[src/rtl/stream_pkg.sv]
// Shared helpers for stream width converters.
//   lane_idx_w          : bits needed to index a lane (at least 1)
//   onehot_count_is_one : true when exactly one bit of a lane mask is set
package stream_pkg;

  localparam int unsigned MAX_LANES = 32;

  function automatic int unsigned lane_idx_w(input int unsigned ratio);
    return (ratio <= 2) ? 1 : $clog2(ratio);
  endfunction

  // Non-zero and clearing the lowest set bit leaves nothing.
  function automatic logic onehot_count_is_one(input logic [MAX_LANES-1:0] mask);
    return (mask != '0) && ((mask & (mask - MAX_LANES'(1))) == '0);
  endfunction

endpackage

[src/rtl/lane_select.sv]
// Priority encoder over a lane mask; lowest set lane wins.
//   i_mask     : lanes still pending
//   o_idx_c    : index of the lowest set lane (0 when mask is empty)
//   o_final_c  : exactly one lane pending
//   o_any_c    : at least one lane pending
module lane_select
  import stream_pkg::*;
#(
  parameter int unsigned RATIO = 2,
  parameter int unsigned IDX_W = lane_idx_w(RATIO)
) (
  input  logic [RATIO-1:0] i_mask,
  output logic [IDX_W-1:0] o_idx_c,
  output logic             o_final_c,
  output logic             o_any_c
);

  // Scan high to low so the lowest set lane is written last.
  always_comb begin
    o_idx_c = '0;
    for (int i = int'(RATIO) - 1; i >= 0; i--) begin
      if (i_mask[i]) o_idx_c = IDX_W'(i);
    end
  end

  assign o_final_c = onehot_count_is_one(MAX_LANES'(i_mask));
  assign o_any_c   = |i_mask;

endmodule

[src/rtl/stream_downsize.sv]
// Wide-to-narrow stream converter: holds one wide beat and emits its kept
// lanes one per transfer, lowest lane first.
//   clk, rst_n            : clock, async active-low reset
//   s_data_i/keep/last    : wide beat payload (lane 0 = first word)
//   s_valid_i, s_ready_o  : wide beat handshake
//   m_data_o, m_last_o    : narrow word and end-of-packet flag
//   m_valid_o, m_ready_i  : narrow word handshake
module stream_downsize
  import stream_pkg::*;
#(
  parameter int unsigned T_DATA_WIDTH = 1,
  parameter int unsigned T_DATA_RATIO = 2
) (
  input  logic                    clk,
  input  logic                    rst_n,
  input  logic [T_DATA_WIDTH-1:0] s_data_i [T_DATA_RATIO],
  input  logic [T_DATA_RATIO-1:0] s_keep_i,
  input  logic                    s_last_i,
  input  logic                    s_valid_i,
  output logic                    s_ready_o,
  output logic [T_DATA_WIDTH-1:0] m_data_o,
  output logic                    m_last_o,
  output logic                    m_valid_o,
  input  logic                    m_ready_i
);

  localparam int unsigned IDX_W = lane_idx_w(T_DATA_RATIO);

  logic                    r_buf_valid;
  logic [T_DATA_WIDTH-1:0] r_buf_data [T_DATA_RATIO];
  logic [T_DATA_RATIO-1:0] r_buf_rem;
  logic                    r_buf_last;

  logic [IDX_W-1:0]        w_cur;
  logic                    w_final;
  logic                    w_any;
  logic                    w_load;
  logic                    w_out_hs;

  lane_select #(
    .RATIO (T_DATA_RATIO),
    .IDX_W (IDX_W)
  ) u_lane_select (
    .i_mask    (r_buf_rem),
    .o_idx_c   (w_cur),
    .o_final_c (w_final),
    .o_any_c   (w_any)
  );

  // Outputs come straight from the holding buffer.
  assign m_valid_o = r_buf_valid;
  assign m_data_o  = r_buf_valid ? r_buf_data[w_cur] : '0;
  assign m_last_o  = r_buf_valid & w_final & r_buf_last;

  // Accept a new beat as the final word leaves, so beats run back-to-back.
  assign w_out_hs  = r_buf_valid & w_any & m_ready_i;
  assign s_ready_o = !r_buf_valid | (w_out_hs & w_final);
  assign w_load    = s_valid_i & s_ready_o;

  // Control state; a load overrides the final-word clear.
  always_ff @(posedge clk or negedge rst_n) begin
    if (!rst_n) begin
      r_buf_valid <= 1'b0;
      r_buf_rem   <= '0;
      r_buf_last  <= 1'b0;
    end else if (w_load) begin
      r_buf_valid <= |s_keep_i;
      r_buf_rem   <= s_keep_i;
      r_buf_last  <= s_last_i;
    end else if (w_out_hs) begin
      r_buf_rem   <= r_buf_rem & ~(T_DATA_RATIO'(1) << w_cur);
      if (w_final) r_buf_valid <= 1'b0;
    end
  end

  // Lane payload needs no reset; it is masked until the buffer is valid.
  always_ff @(posedge clk) begin
    if (w_load) r_buf_data <= s_data_i;
  end

endmodule

[config.mk]
export PLATFORM = sky130hd
export DESIGN_NAME = stream_downsize
export DESIGN_NICKNAME = d
export VERILOG_FILES = /design/src/rtl/stream_pkg.sv /design/src/rtl/lane_select.sv /design/src/rtl/stream_downsize.sv
export SDC_FILE = /design/constraint.sdc
export NUM_CORES = 1
export LEC_CHECK = 0
export ABC_AREA = 1
export BUFFER_PORTS_ARGS = -buffer_cell sky130_fd_sc_hd__buf_4
export CAP_MARGIN = 25
export CORE_AREA = 2 2 39 41
export CTS_BUF_LIST = sky130_fd_sc_hd__clkbuf_2 sky130_fd_sc_hd__clkbuf_4 sky130_fd_sc_hd__clkbuf_8
export DETAILED_ROUTE_END_ITERATION = 8
export DIE_AREA = 0 0 41 43
export PLACE_DENSITY = 0.57
export RECOVER_POWER = 100
export SETUP_SLACK_MARGIN = 0.05
export SKIP_LAST_GASP = 1
export SLEW_MARGIN = 20
export SYNTH_ARGS = -nofsm -noshare
export SYNTH_HDL_FRONTEND = slang
export SYNTH_SLANG_ARGS = --single-unit
export TNS_END_PERCENT = 1
[constraint.sdc]
create_clock -name clk -period 2.2 [get_ports clk]
set_clock_uncertainty 0.1 [all_clocks]
set_input_delay 0.22 -clock clk [delete_from_list [all_inputs] [get_ports clk]]
set_output_delay 0.22 -clock clk [all_outputs]
set_load 0.01 [all_outputs]
==> results of run 1 <==
-- layout by cell type, fill, tap and decap left out, drive strengths merged --
cell type	n
nand2	11
clkbuf	11
inv	5
buf	5
dfrtp	4
nor2	3
ha	3
nand3	3
a21oi	3
edfxtp	2
o21ai	2
clkinvlp	1
and3	1
dlygate4sd3	1
-- final cells by class --
| class | instances | area [µm²] | area share, % |
|---|---|---|---|
| Sequential cell | 6 | 160 | 34.4 |
| Inverter | 6 | 23.8 | 5.11 |
| Clock buffer | 4 | 30.0 | 6.45 |
| Timing Repair Buffer | 13 | 81.3 | 17.5 |
| Tap cell | 16 | 20.0 | 4.30 |
| Multi-Input combinational cell | 26 | 150 | 32.3 |
-- kinds of logic (layout without fill, tap and decap cells) --
kind of cell / Yosys count / after routing / share of synthesized area [%]
adders and majority gates: 3 / 3 / 10.6
DFF: 6 / 6 / 45.1
buffers and inverters: 6 / 23 / 7.04
and+or+nand+nor: 18 / 18 / 29.2
AOI/OAI and AO/OA: 5 / 5 / 8.10
-- power by group through the flow --
stage | Sequential (mW) | Combinational [mW] | Clock [mW]
floorplan | 0.195 | 0.232 | 0
detailed placement | 0.198 | 0.354 | 0
global placement | 0.198 | 0.345 | 0
global route | 0.195 | 0.320 | 0.133
CTS | 0.197 | 0.357 | 0.127
finish | 0.192 | 0.282 | 0.120
-- worst max-delay path: stages, from the launching register on --
cell                         delay, ns
sky130_fd_sc_hd__dfrtp_1          0.37
sky130_fd_sc_hd__inv_1            0.10
sky130_fd_sc_hd__ha_1             0.25
sky130_fd_sc_hd__nand3_1          0.09
sky130_fd_sc_hd__nand2_1          0.12
sky130_fd_sc_hd__nand2_1          0.19
sky130_fd_sc_hd__clkinvlp_2       0.21
sky130_fd_sc_hd__nand2_2          0.11
sky130_fd_sc_hd__nand3_1          0.06
-- worst min-delay path by stage --
stage                            from                  endpoint  slack, ns
after floorplan                 rst_n     m_valid_o$_DFFE_PN0P_      -0.18
after global placement          rst_n  r_buf_rem[0]$_DFFE_PN0P_      -0.08
after detailed placement        rst_n  r_buf_rem[0]$_DFFE_PN0P_      -0.08
after CTS                 s_data_i[0]   r_buf_data[0]$_DFFE_PP_       0.04
after global routing      s_data_i[0]   r_buf_data[0]$_DFFE_PP_       0.06
final                     s_data_i[0]   r_buf_data[0]$_DFFE_PP_       0.07
-- per-layer routing --
| layer | vias up | part of all wire (%) |
|---|---|---|
| met5 | - | 0 |
| met4 | 0 | 0 |
| met3 | 0 | 3.8 |
| met2 | 5 | 57 |
| met1 | 147 | 39 |
| li1 | 155 | - |
-- metrics by stage --
step	util [%]	instances	area [µm²]	hold WS (ns)	setup WS, ns
after CTS	36.5	71	505	0.0406	0.554
final	33.6	71	465	0.0723	0.456
after detailed placement	33.6	66	465	-0.0817	0.731
after floorplan	-	38	355	-0.176	0.796
after global routing	33.6	71	465	0.0574	0.311
after global placement	33.6	66	465	-0.0810	0.763
-- flip-flops by register name, summed over array words and instances (netlist names) --
name / cells
r_buf_data: 2
r_buf_rem: 2
m_valid_o: 1
r_buf_last: 1
==> qor.log, run 1 <==
INFO  cts            tritoncts=done
INFO  placed_design  dpl.hpwl=568µm
INFO  setup_path     critical_path.startpoint=r_buf_rem[0]$_DFFE_PN0P_
INFO  global_route   grt_first_pass_wirelength=1060µm
INFO  global_route   gr-usage-met1=7.87%
INFO  setup_path     worstSetupStartpointType=register
INFO  synth          netlist_instances=38
INFO  setup_path     regToRegSetupSlack=0.46ns
INFO  setup_path     cp_data_arrival_time=1.76ns
INFO  min_path       hold-path-cell-count=1
INFO  timing         final-setup-viol-count=0
INFO  setup_path     timing.setup.critical_path_class=register to register
INFO  global_route   grt_start_max_net_pins=6
INFO  cts            clock_sink_count=6
INFO  cts            cts.root.buffer_cell=sky130_fd_sc_hd__clkbuf_4
INFO  min_path       worstHoldPathType=primary input to register
INFO  synth          dominantRegCellSynth=sky130_fd_sc_hd__dfrtp_1
INFO  synth          yosysTopAreaCell=sky130_fd_sc_hd__dfrtp_1
INFO  timing         pins_over_slew_limit=0
INFO  timing         setup_total_negative_slack=0ns
INFO  routing        route.detailed.wl_per_inst=9.62µm
INFO  run            cap_viol_max_count=0
INFO  setup_path     crit_path_end_kind=register
INFO  setup_path     worstRegToRegCells=8
INFO  pwr            p_switching=0.244mW
INFO  routing        drt_first_iter_violations=1
INFO  synth          mappedNetlistNets=50
INFO  synth          asyncSetResetFlopFracSynth=66.7%
INFO  floorplan      floorplan.rows=14
INFO  routing        route.vias.total=307
INFO  setup_path     regToRegStartpoint=r_buf_rem[0]$_DFFE_PN0P_
INFO  routing        detail_route.vias_per_cell=4.32
INFO  timing         final_hold_viol_count=0
INFO  routing        drt_pass1_iterations=2
INFO  placed_design  io_buffers=12
INFO  cts            cts-htree-levels=1
INFO  synth          netlist_area=355µm²
INFO  layout         area_delta_synth_final=31.0%
INFO  floorplan      chipHeight=43µm
INFO  synth          synth_top_cell_area_share=28.2%
INFO  timing         fin_crit_sh=79.3%
INFO  global_route   use_met3=3.14%
INFO  global_route   grt.overflow.total=0
INFO  routing        postRouteWirelength=683µm
INFO  synth          ys_warn_count=0
INFO  global_route   antenna_found_initial=0
INFO  synth          ys_seq_area_share=45.1%
INFO  placed_design  globalplace.congestion=0.689
INFO  routing        drc=0
INFO  timing         unrepaired_setup_endpoints_after_global_routing=no
INFO  setup_path     critical_path_required=2.22ns
INFO  synth          ys_types=16
INFO  pwr            share_comb_of_total_power=47.5%
INFO  global_route   grt_util_all_layers=9.60%
INFO  layout         drive_above_1_share=29.1%
INFO  timing         worst-slew-pin-transition=0.206ns
INFO  layout         antennaDiodeCount=0
INFO  cts            cts_resized=0
INFO  cts            cts_hold_repair.buffers=1
INFO  pwr            switching_share=41.2%
INFO  cts            cts_setup_buffers=0
INFO  setup_path     critPathMaxFanout=5
INFO  cts            cts.path.max_buffers=2
INFO  synth          synth_seq_cells=6
INFO  synth          yosysMostFrequentCell=sky130_fd_sc_hd__nand2_1
INFO  timing         minimum_clock_period_after_layout=1.74ns
INFO  pwr            internal_power=0.349mW
INFO  layout         filler_cell_count=168
INFO  routing        route.antenna.remaining_nets=0
INFO  cts            clk_pin_slew_worst_paths=0.05ns
INFO  floorplan      chipWidth=41µm
INFO  floorplan      design.die.area=1760µm²
INFO  pwr            powerDensity=1280nW/µm²
INFO  synth          most_used_standard_cells_in_the_synthesized_netlist=7 x sky130_fd_sc_hd__nand2_1, 5 x sky130_fd_sc_hd__inv_1, 4 x sky130_fd_sc_hd__dfrtp_1, 3 x sky130_fd_sc_hd__ha_1, 3 x sky130_fd_sc_hd__nor2_1
INFO  floorplan      floorplan.core_area=1380µm²
INFO  setup_path     timing.critical_path.to=m_valid_o$_DFFE_PN0P_
INFO  outcome        outcome=finished, final reports clean
INFO  timing         max_slew_margin=86.3%
INFO  pwr            power.clock.fraction=20.2%
INFO  synth          post_synth_main_area_contributors=sky130_fd_sc_hd__dfrtp_1 28%, sky130_fd_sc_hd__edfxtp_1 17%, sky130_fd_sc_hd__ha_1 11%
INFO  global_route   grt-busiest-layer=met2
INFO  cts            clock_latency=0.24ns
INFO  pwr            leakagePower=0.228nW
INFO  cts            cts-buffers-inserted=3
INFO  synth          synth_edf_count=2
INFO  global_route   number_of_global_route_vias_before_repair=312
INFO  pwr            ir_drop=0.305mV
INFO  floorplan      io-pin-count=13
INFO  global_route   grt.met2_usage=15.6%
INFO  pwr            seq_power_share=32.3%
INFO  pwr            fin_total_pwr=0.594mW
INFO  setup_path     worstReg2RegEnd=m_valid_o$_DFFE_PN0P_
INFO  synth          post_synth.cell_area_avg=9.35µm²
INFO  floorplan      initial_core_util=25.7%
INFO  layout         numnets_final=68
INFO  timing         achievable-frequency=573MHz
Power figures use the tool's default switching activity.
==> inputs of run 2 (changes only) <==
--- a/config.mk
+++ b/config.mk
@@ -12,7 +12,7 @@
 export CTS_BUF_LIST = sky130_fd_sc_hd__clkbuf_2 sky130_fd_sc_hd__clkbuf_4 sky130_fd_sc_hd__clkbuf_8
 export DETAILED_ROUTE_END_ITERATION = 8
 export DIE_AREA = 0 0 41 43
-export PLACE_DENSITY = 0.57
+export PLACE_DENSITY = 0.59
 export RECOVER_POWER = 100
 export SETUP_SLACK_MARGIN = 0.05
 export SKIP_LAST_GASP = 1
==> constraint.sdc (replaced) <==
create_clock -name clk -period 1.6 [get_ports clk]
set_clock_uncertainty 0.1 [all_clocks]
set_input_delay 0.16 -clock clk [delete_from_list [all_inputs] [get_ports clk]]
set_output_delay 0.16 -clock clk [all_outputs]
set_load 0.01 [all_outputs]
==> run 2 against run 1 <==
  * First-iteration DRC count grew to 3.0 times the previous value
  * Worst hold slack lost 0.053 ns
  * Critical path depth shrank 4
  * Sequential power grew 42%
  * Critical path type is now register to primary output
==> qor.log, run 2 (synthesized netlist as in run 1, its figures left out) <==
INFO  global_route   grt_util_all_layers=11.4%
INFO  pwr            fin_total_pwr=1.07mW
INFO  floorplan      floorplan.core_area=1380µm²
INFO  timing         minimum_clock_period_after_layout=1.52ns
INFO  placed_design  dpl.hpwl=581µm
INFO  setup_path     worstRegToRegCells=6
INFO  routing        drt_pass1_iterations=4
INFO  setup_path     timing.critical_path.max_delay_family=flip-flops
INFO  routing        route.vias.total=327
INFO  timing         pins_over_slew_limit=0
INFO  layout         multi_input_area=184µm²
INFO  pwr            ir_drop=0.900mV
INFO  cts            cts-buffers-inserted=3
INFO  placed_design  io_buffers=12
INFO  routing        drt_first_iter_violations=3
INFO  setup_path     regToRegSetupSlack=0.09ns
INFO  timing         final-setup-viol-count=0
INFO  floorplan      design.die.area=1760µm²
INFO  timing         worst-slew-pin-transition=0.236ns
INFO  pwr            leakagePower=0.276nW
INFO  floorplan      io-pin-count=13
INFO  setup_path     worstReg2RegEnd=r_buf_data[1]$_DFFE_PP_
INFO  layout         area_delta_synth_final=59.5%
INFO  layout         drive_above_1_share=46.8%
INFO  floorplan      chipWidth=41µm
INFO  setup_path     timing.setup.critical_path_class=register to primary output
INFO  layout         final-seq-area=160µm²
INFO  setup_path     cp_data_arrival_time=1.26ns
INFO  setup_path     regToRegStartpoint=r_buf_rem[0]$_DFFE_PN0P_
INFO  cts            clock_sink_count=6
INFO  layout         final_common_cell=sky130_fd_sc_hd__buf_4
INFO  floorplan      chipHeight=43µm
INFO  layout         stdcell_area=567µm²
INFO  floorplan      initial_core_util=25.7%
INFO  min_path       hold_path_startpoint=s_last_i
INFO  cts            cts.root.buffer_cell=sky130_fd_sc_hd__clkbuf_4
INFO  layout         core_utilization_of_the_finished_layout=41.0%
INFO  routing        route.antenna.remaining_nets=0
INFO  timing         whs=0.0188ns
INFO  layout         layout_common_cells=10 x sky130_fd_sc_hd__buf_4, 8 x sky130_fd_sc_hd__nand2_1, 6 x sky130_fd_sc_hd__clkbuf_4, 4 x sky130_fd_sc_hd__dfrtp_1
INFO  global_route   grt_start_max_net_pins=6
INFO  routing        route.detailed.wl_per_inst=10.6µm
INFO  pwr            powerDensity=1890nW/µm²
INFO  min_path       worstHoldPathType=primary input to register
INFO  cts            cts.path.max_buffers=2
INFO  cts            tritoncts=done
INFO  min_path       holdPathEnd=r_buf_last$_DFFE_PN0P_
INFO  cts            cts-htree-levels=1
INFO  setup_path     crit_chain=inv_2 -> ha_4 -> and3_1 -> clkbuf_1
INFO  timing         setup_total_negative_slack=0ns
INFO  global_route   antenna_found_initial=0
INFO  layout         antennaDiodeCount=0
INFO  timing         unrepaired_setup_endpoints_after_global_routing=yes
INFO  timing         fin_crit_sh=94.9%
INFO  setup_path     slowest_cell_on_the_critical_path=sky130_fd_sc_hd__dfrtp_1
INFO  cts            clock_latency=0.24ns
INFO  setup_path     worstSetupStartpointType=register
INFO  global_route   grt.overflow.total=0
INFO  global_route   grt_first_pass_wirelength=1280µm
INFO  setup_path     timing.critical_path.buf_inv=2
INFO  timing         achievable-frequency=659MHz
INFO  layout         filler_cell_count=143
INFO  placed_design  detailed_place.area=465µm²
INFO  routing        drc=0
INFO  setup_path     worst_path_largest_cell_delay=0.36ns
INFO  min_path       hold-path-cell-count=3
INFO  setup_path     critPathMaxFanout=3
INFO  cts            clk_pin_slew_worst_paths=0.05ns
INFO  routing        postRouteWirelength=830µm
INFO  setup_path     critical_path_required=1.34ns
INFO  run            cap_viol_max_count=0
INFO  floorplan      floorplan.rows=14
INFO  outcome        outcome=finished, final reports clean
INFO  placed_design  globalplace.congestion=0.669
INFO  routing        detail_route.vias_per_cell=4.19
INFO  layout         top_regs=r_buf_data x2, r_buf_rem x2
INFO  setup_path     crit_path_end_kind=primary output
INFO  layout         numnets_final=75
INFO  timing         final_hold_viol_count=0
INFO  timing         max_slew_margin=84.2%
INFO  global_route   number_of_global_route_vias_before_repair=316
[run 2: layout make-up]
type                    count  area share [%]
flip-flops and latches      6            28.3
multi-input cells          26            32.5
clock buffers               4            5.30
inverters                   6            4.42
well taps                  16            3.53
repair buffers             20            26.0
[run 2: power by group]
part / switching (mW) / leakage (nW) / internal, mW / total (mW)
registers: 0.0486 / 0.0666 / 0.224 / 0.272
clock network: 0.0585 / 0.0184 / 0.112 / 0.170
logic: 0.319 / 0.191 / 0.311 / 0.630
total: 0.426 / 0.276 / 0.646 / 1.07
[run 2: through the flow]
stage               cells  worst slack [ns]
floorplan              38             0.196
global placement       66             0.167
detailed placement     66             0.150
CTS                    75            0.0731
global route           78            0.0349
finish                 78            0.0821
[run 2: metal layers]
layer	GRT usage (%)	wire (µm)	part of all wire (%)
met1	12.5	332	40
met2	18.4	470	57
met3	0.524	27	3.3
met4	10.0	0	0
met5	0	0	0
[run 2: how the worst max path moves through the flow]
stage	start	endpoint	slack, ns	depth (start not counted)
floorplan	r_buf_rem[1]$_DFFE_PN0P_	r_buf_data[0]$_DFFE_PP_	0.20	6
global placement	r_buf_rem[1]$_DFFE_PN0P_	r_buf_data[0]$_DFFE_PP_	0.17	6
detailed placement	r_buf_rem[1]$_DFFE_PN0P_	r_buf_data[0]$_DFFE_PP_	0.15	6
CTS	r_buf_rem[1]$_DFFE_PN0P_	m_data_o	0.07	5
global route	r_buf_rem[0]$_DFFE_PN0P_	m_last_o	0.03	4
finish	r_buf_rem[0]$_DFFE_PN0P_	m_last_o	0.08	4
[run 2: worst register-to-register path, delay by kind of cell (launching register included)]
family / cells / cell delay [ns]
flops: 1 / 0.36
simple gates: 3 / 0.32
buf+inv: 2 / 0.19
fa+ha+maj: 1 / 0.27
[run 2: what timing repair did]
| action | CTS | global route |
|---|---|---|
| resized for setup | 2 | 6 |
| hold buffers | 3 | 0 |
| buffers inserted | 2 | 3 |
| hold endpoints to repair | 6 | 0 |
| pin swaps | 0 | 2 |
| endpoints found under the setup margin | 2 | 3 |
==> inputs of run 3 (changes only) <==
--- a/config.mk
+++ b/config.mk
@@ -12,12 +12,13 @@
 export CTS_BUF_LIST = sky130_fd_sc_hd__clkbuf_2 sky130_fd_sc_hd__clkbuf_4 sky130_fd_sc_hd__clkbuf_8
 export DETAILED_ROUTE_END_ITERATION = 8
 export DIE_AREA = 0 0 41 43
-export PLACE_DENSITY = 0.59
+export PLACE_DENSITY = 0.56
 export RECOVER_POWER = 100
 export SETUP_SLACK_MARGIN = 0.05
 export SKIP_LAST_GASP = 1
 export SLEW_MARGIN = 20
 export SYNTH_ARGS = -nofsm -noshare
 export SYNTH_HDL_FRONTEND = slang
+export SYNTH_HIERARCHICAL = 1
 export SYNTH_SLANG_ARGS = --single-unit
 export TNS_END_PERCENT = 1
==> run 3 against run 2 <==
  * Area after synthesis shrank 8.8%
  * Register-to-register slack barely moved
  * Fmax is essentially flat
  * Non-clock buffer count fell by 3
  * Sequential cell count unchanged
==> qor.log, run 3 <==
INFO  run            cap_viol_max_count=0
INFO  routing        route.detailed.wl_per_inst=9.11µm
INFO  setup_path     crit_path_end_kind=register
INFO  timing         unrepaired_setup_endpoints_after_global_routing=yes
INFO  setup_path     timing.critical_path.max_delay_family=flip-flops
INFO  setup_path     worstRegToRegCells=7
INFO  setup_path     critical_path_required=1.47ns
INFO  cts            clk_pin_slew_worst_paths=0.05ns
INFO  global_route   number_of_global_route_vias_before_repair=306
INFO  min_path       holdPathEnd=r_buf_rem[0]$_DFFE_PN0P_
INFO  setup_path     slowest_cell_on_the_critical_path=sky130_fd_sc_hd__dfrtp_1
INFO  setup_path     timing.critical_path.buf_inv=3
INFO  min_path       worstHoldPathType=primary input to register
INFO  timing         worst-slew-pin-transition=0.284ns
INFO  global_route   grt_util_all_layers=10.9%
INFO  pwr            fin_total_pwr=0.967mW
INFO  placed_design  dpl.hpwl=509µm
INFO  layout         layout_common_cells=6 x sky130_fd_sc_hd__nand2_1, 6 x sky130_fd_sc_hd__clkbuf_4, 6 x sky130_fd_sc_hd__buf_4
INFO  cts            cts.root.buffer_cell=sky130_fd_sc_hd__clkbuf_4
INFO  cts            tritoncts=done
INFO  setup_path     regToRegSetupSlack=0.08ns
INFO  setup_path     critPathMaxFanout=5
INFO  synth          yosysTopAreaCell=sky130_fd_sc_hd__dfrtp_1
INFO  synth          synth_mux_area_share=0%
INFO  layout         numnets_final=68
INFO  synth          mappedNetlistNets=46
INFO  synth          post_synth.cell_area_avg=9.26µm²
INFO  routing        drt_first_iter_violations=2
INFO  setup_path     cp_data_arrival_time=1.39ns
INFO  layout         antennaDiodeCount=0
INFO  cts            cts-htree-levels=1
INFO  floorplan      chipWidth=41µm
INFO  synth          ys_types=13
INFO  synth          netlist_area=324µm²
INFO  synth          ys_warn_count=6
INFO  global_route   grt_first_pass_wirelength=1230µm
INFO  placed_design  io_buffers=12
INFO  timing         pins_over_slew_limit=0
INFO  floorplan      initial_core_util=23.4%
INFO  timing         achievable-frequency=659MHz
INFO  setup_path     worst_path_largest_cell_delay=0.37ns
INFO  cts            cts.path.max_buffers=2
INFO  setup_path     worstSetupStartpointType=register
INFO  synth          synth_edf_count=2
INFO  layout         stdcell_area=539µm²
INFO  timing         setup_total_negative_slack=0ns
INFO  timing         max_slew_margin=81.0%
INFO  global_route   antenna_found_initial=0
INFO  cts            clock_latency=0.25ns
INFO  layout         final_cell_count_no_fill=72
INFO  synth          synthSimpleGateAreaFrac=28.2%
INFO  synth          fraction_of_synthesized_cell_area_in_xor_and_xnor_cells=0%
INFO  routing        drc=0
INFO  routing        drt_pass1_iterations=2
INFO  layout         final-seq-area=160µm²
INFO  synth          synth_seq_cells=6
INFO  timing         minimum_clock_period_after_layout=1.52ns
INFO  cts            clock_sink_count=6
INFO  min_path       hold-path-cell-count=3
INFO  layout         top_regs=r_buf_data x2, r_buf_rem x2
INFO  synth          yosys.area_share.adder=7.72%
INFO  placed_design  place_inst=63
INFO  global_route   grt.overflow.total=0
INFO  synth          asyncSetResetFlopFracSynth=66.7%
INFO  pwr            leakagePower=0.259nW
INFO  synth          synth-compound-area-share=7.72%
INFO  floorplan      floorplan.rows=14
INFO  floorplan      floorplan.core_area=1380µm²
INFO  layout         drive_above_1_share=39.3%
INFO  synth          ys_seq_area_share=49.4%
INFO  cts            cts-buffers-inserted=3
INFO  outcome        outcome=finished, final reports clean
INFO  placed_design  globalplace.congestion=0.680
INFO  floorplan      io-pin-count=13
INFO  timing         final_hold_viol_count=0
INFO  pwr            powerDensity=1790nW/µm²
INFO  placed_design  detailed_place.area=434µm²
INFO  synth          synth_top_cell_area_share=30.9%
INFO  setup_path     timing.setup.critical_path_class=register to register
INFO  synth          main_combinational_cell_family_by_area_after_synthesis=simple AND/OR/NAND/NOR gates
INFO  global_route   grt_start_max_net_pins=7
INFO  synth          most_used_standard_cells_in_the_synthesized_netlist=6 x sky130_fd_sc_hd__inv_1, 6 x sky130_fd_sc_hd__nand2_1, 4 x sky130_fd_sc_hd__dfrtp_1, 4 x sky130_fd_sc_hd__nand3_1, 3 x sky130_fd_sc_hd__nor2_1
INFO  synth          post_synth_main_area_contributors=sky130_fd_sc_hd__dfrtp_1 31%, sky130_fd_sc_hd__edfxtp_1 19%, sky130_fd_sc_hd__ha_1 7.7%
INFO  setup_path     worstReg2RegEnd=r_buf_data[1]$_DFFE_PP_
INFO  routing        detail_route.vias_per_cell=4.28
INFO  floorplan      chipHeight=43µm
INFO  synth          netlist_instances=35
INFO  pwr            ir_drop=0.688mV
INFO  setup_path     critPathMostFrequentCell=sky130_fd_sc_hd__nand2_4
INFO  timing         fin_crit_sh=94.8%
INFO  routing        postRouteWirelength=656µm
INFO  layout         multi_input_area=170µm²
INFO  setup_path     crit_chain=inv_2 -> ha_4 -> nand4_4 -> nand2_4 -> buf_12 -> nand2_4 -> inv_1
INFO  min_path       hold_path_startpoint=s_keep_i[0]
INFO  routing        route.antenna.remaining_nets=0
INFO  timing         final-setup-viol-count=0
INFO  layout         area_delta_synth_final=66.4%
INFO  synth          dominantRegCellSynth=sky130_fd_sc_hd__dfrtp_1
INFO  floorplan      design.die.area=1760µm²
INFO  setup_path     regToRegStartpoint=r_buf_rem[1]$_DFFE_PN0P_
INFO  timing         whs=0.0492ns
INFO  layout         filler_cell_count=152
INFO  routing        route.vias.total=308
[run 3: metal layers]
metal	global-route usage, %	routed length [µm]	up-vias
li1	-	-	156
met5	0	0	-
met4	10.0	26	0
met1	11.7	232	141
met2	15.6	350	9
met3	3.66	47	2
[run 3: worst max-delay path by stage]
stage	startpoint	to	slack (ns)	depth (start not counted)
finish	r_buf_rem[1]$_DFFE_PN0P_	r_buf_data[1]$_DFFE_PP_	0.08	7
global route	r_buf_rem[1]$_DFFE_PN0P_	r_buf_data[1]$_DFFE_PP_	0.004	7
CTS	r_buf_rem[1]$_DFFE_PN0P_	s_ready_o	0.06	5
detailed placement	r_buf_rem[0]$_DFFE_PN0P_	r_buf_data[1]$_DFFE_PP_	0.1	6
global placement	r_buf_rem[1]$_DFFE_PN0P_	r_buf_data[0]$_DFFE_PP_	0.10	6
floorplan	r_buf_rem[1]$_DFFE_PN0P_	r_buf_data[0]$_DFFE_PP_	0.15	6
[run 3: power by group]
group	internal, mW	switching [mW]	total [mW]
Clock	0.112	0.0597	0.171
Sequential	0.217	0.0505	0.267
Combinational	0.272	0.256	0.528
Total	0.601	0.366	0.967
[run 3: timing repair]
item                                    4_1_cts  5_1_grt
endpoints found under the setup margin        2        5
gates resized for setup                       6        2
pin swaps                                     2        2
endpoints found under the hold margin         6        0
setup buffers                                 2        0
hold buffers                                  3        0
[run 3: final cells by class]
type	count	area share, %
multi-input cells	23	31.6
flip-flops and latches	6	29.7
repair buffers	17	25.3
clock buffers	4	5.57
inverters	6	4.18
well taps	16	3.71
[run 3: stage by stage]
stage / worst slack [ns] / utilization, %
2_1_floorplan: 0.149 / -
6_report: 0.0831 / 39.0
5_1_grt: 0.00395 / 39.0
3_5_place_dp: 0.0953 / 31.4
3_3_place_gp: 0.101 / 31.4
4_1_cts: 0.0573 / 39.9
[run 3: cells by family after synthesis]
logic type,count (synthesis)
AOI/OAI and AO/OA,4
adders and majority gates,2
buffers and inverters,6
DFF,6
and+or+nand+nor,17
[run 3: worst min-delay path, cell delays in order]
cell and delay, ns:
sky130_fd_sc_hd__buf_4 0.08, sky130_fd_sc_hd__nand3_1 0.07, sky130_fd_sc_hd__nand2_1 0.06
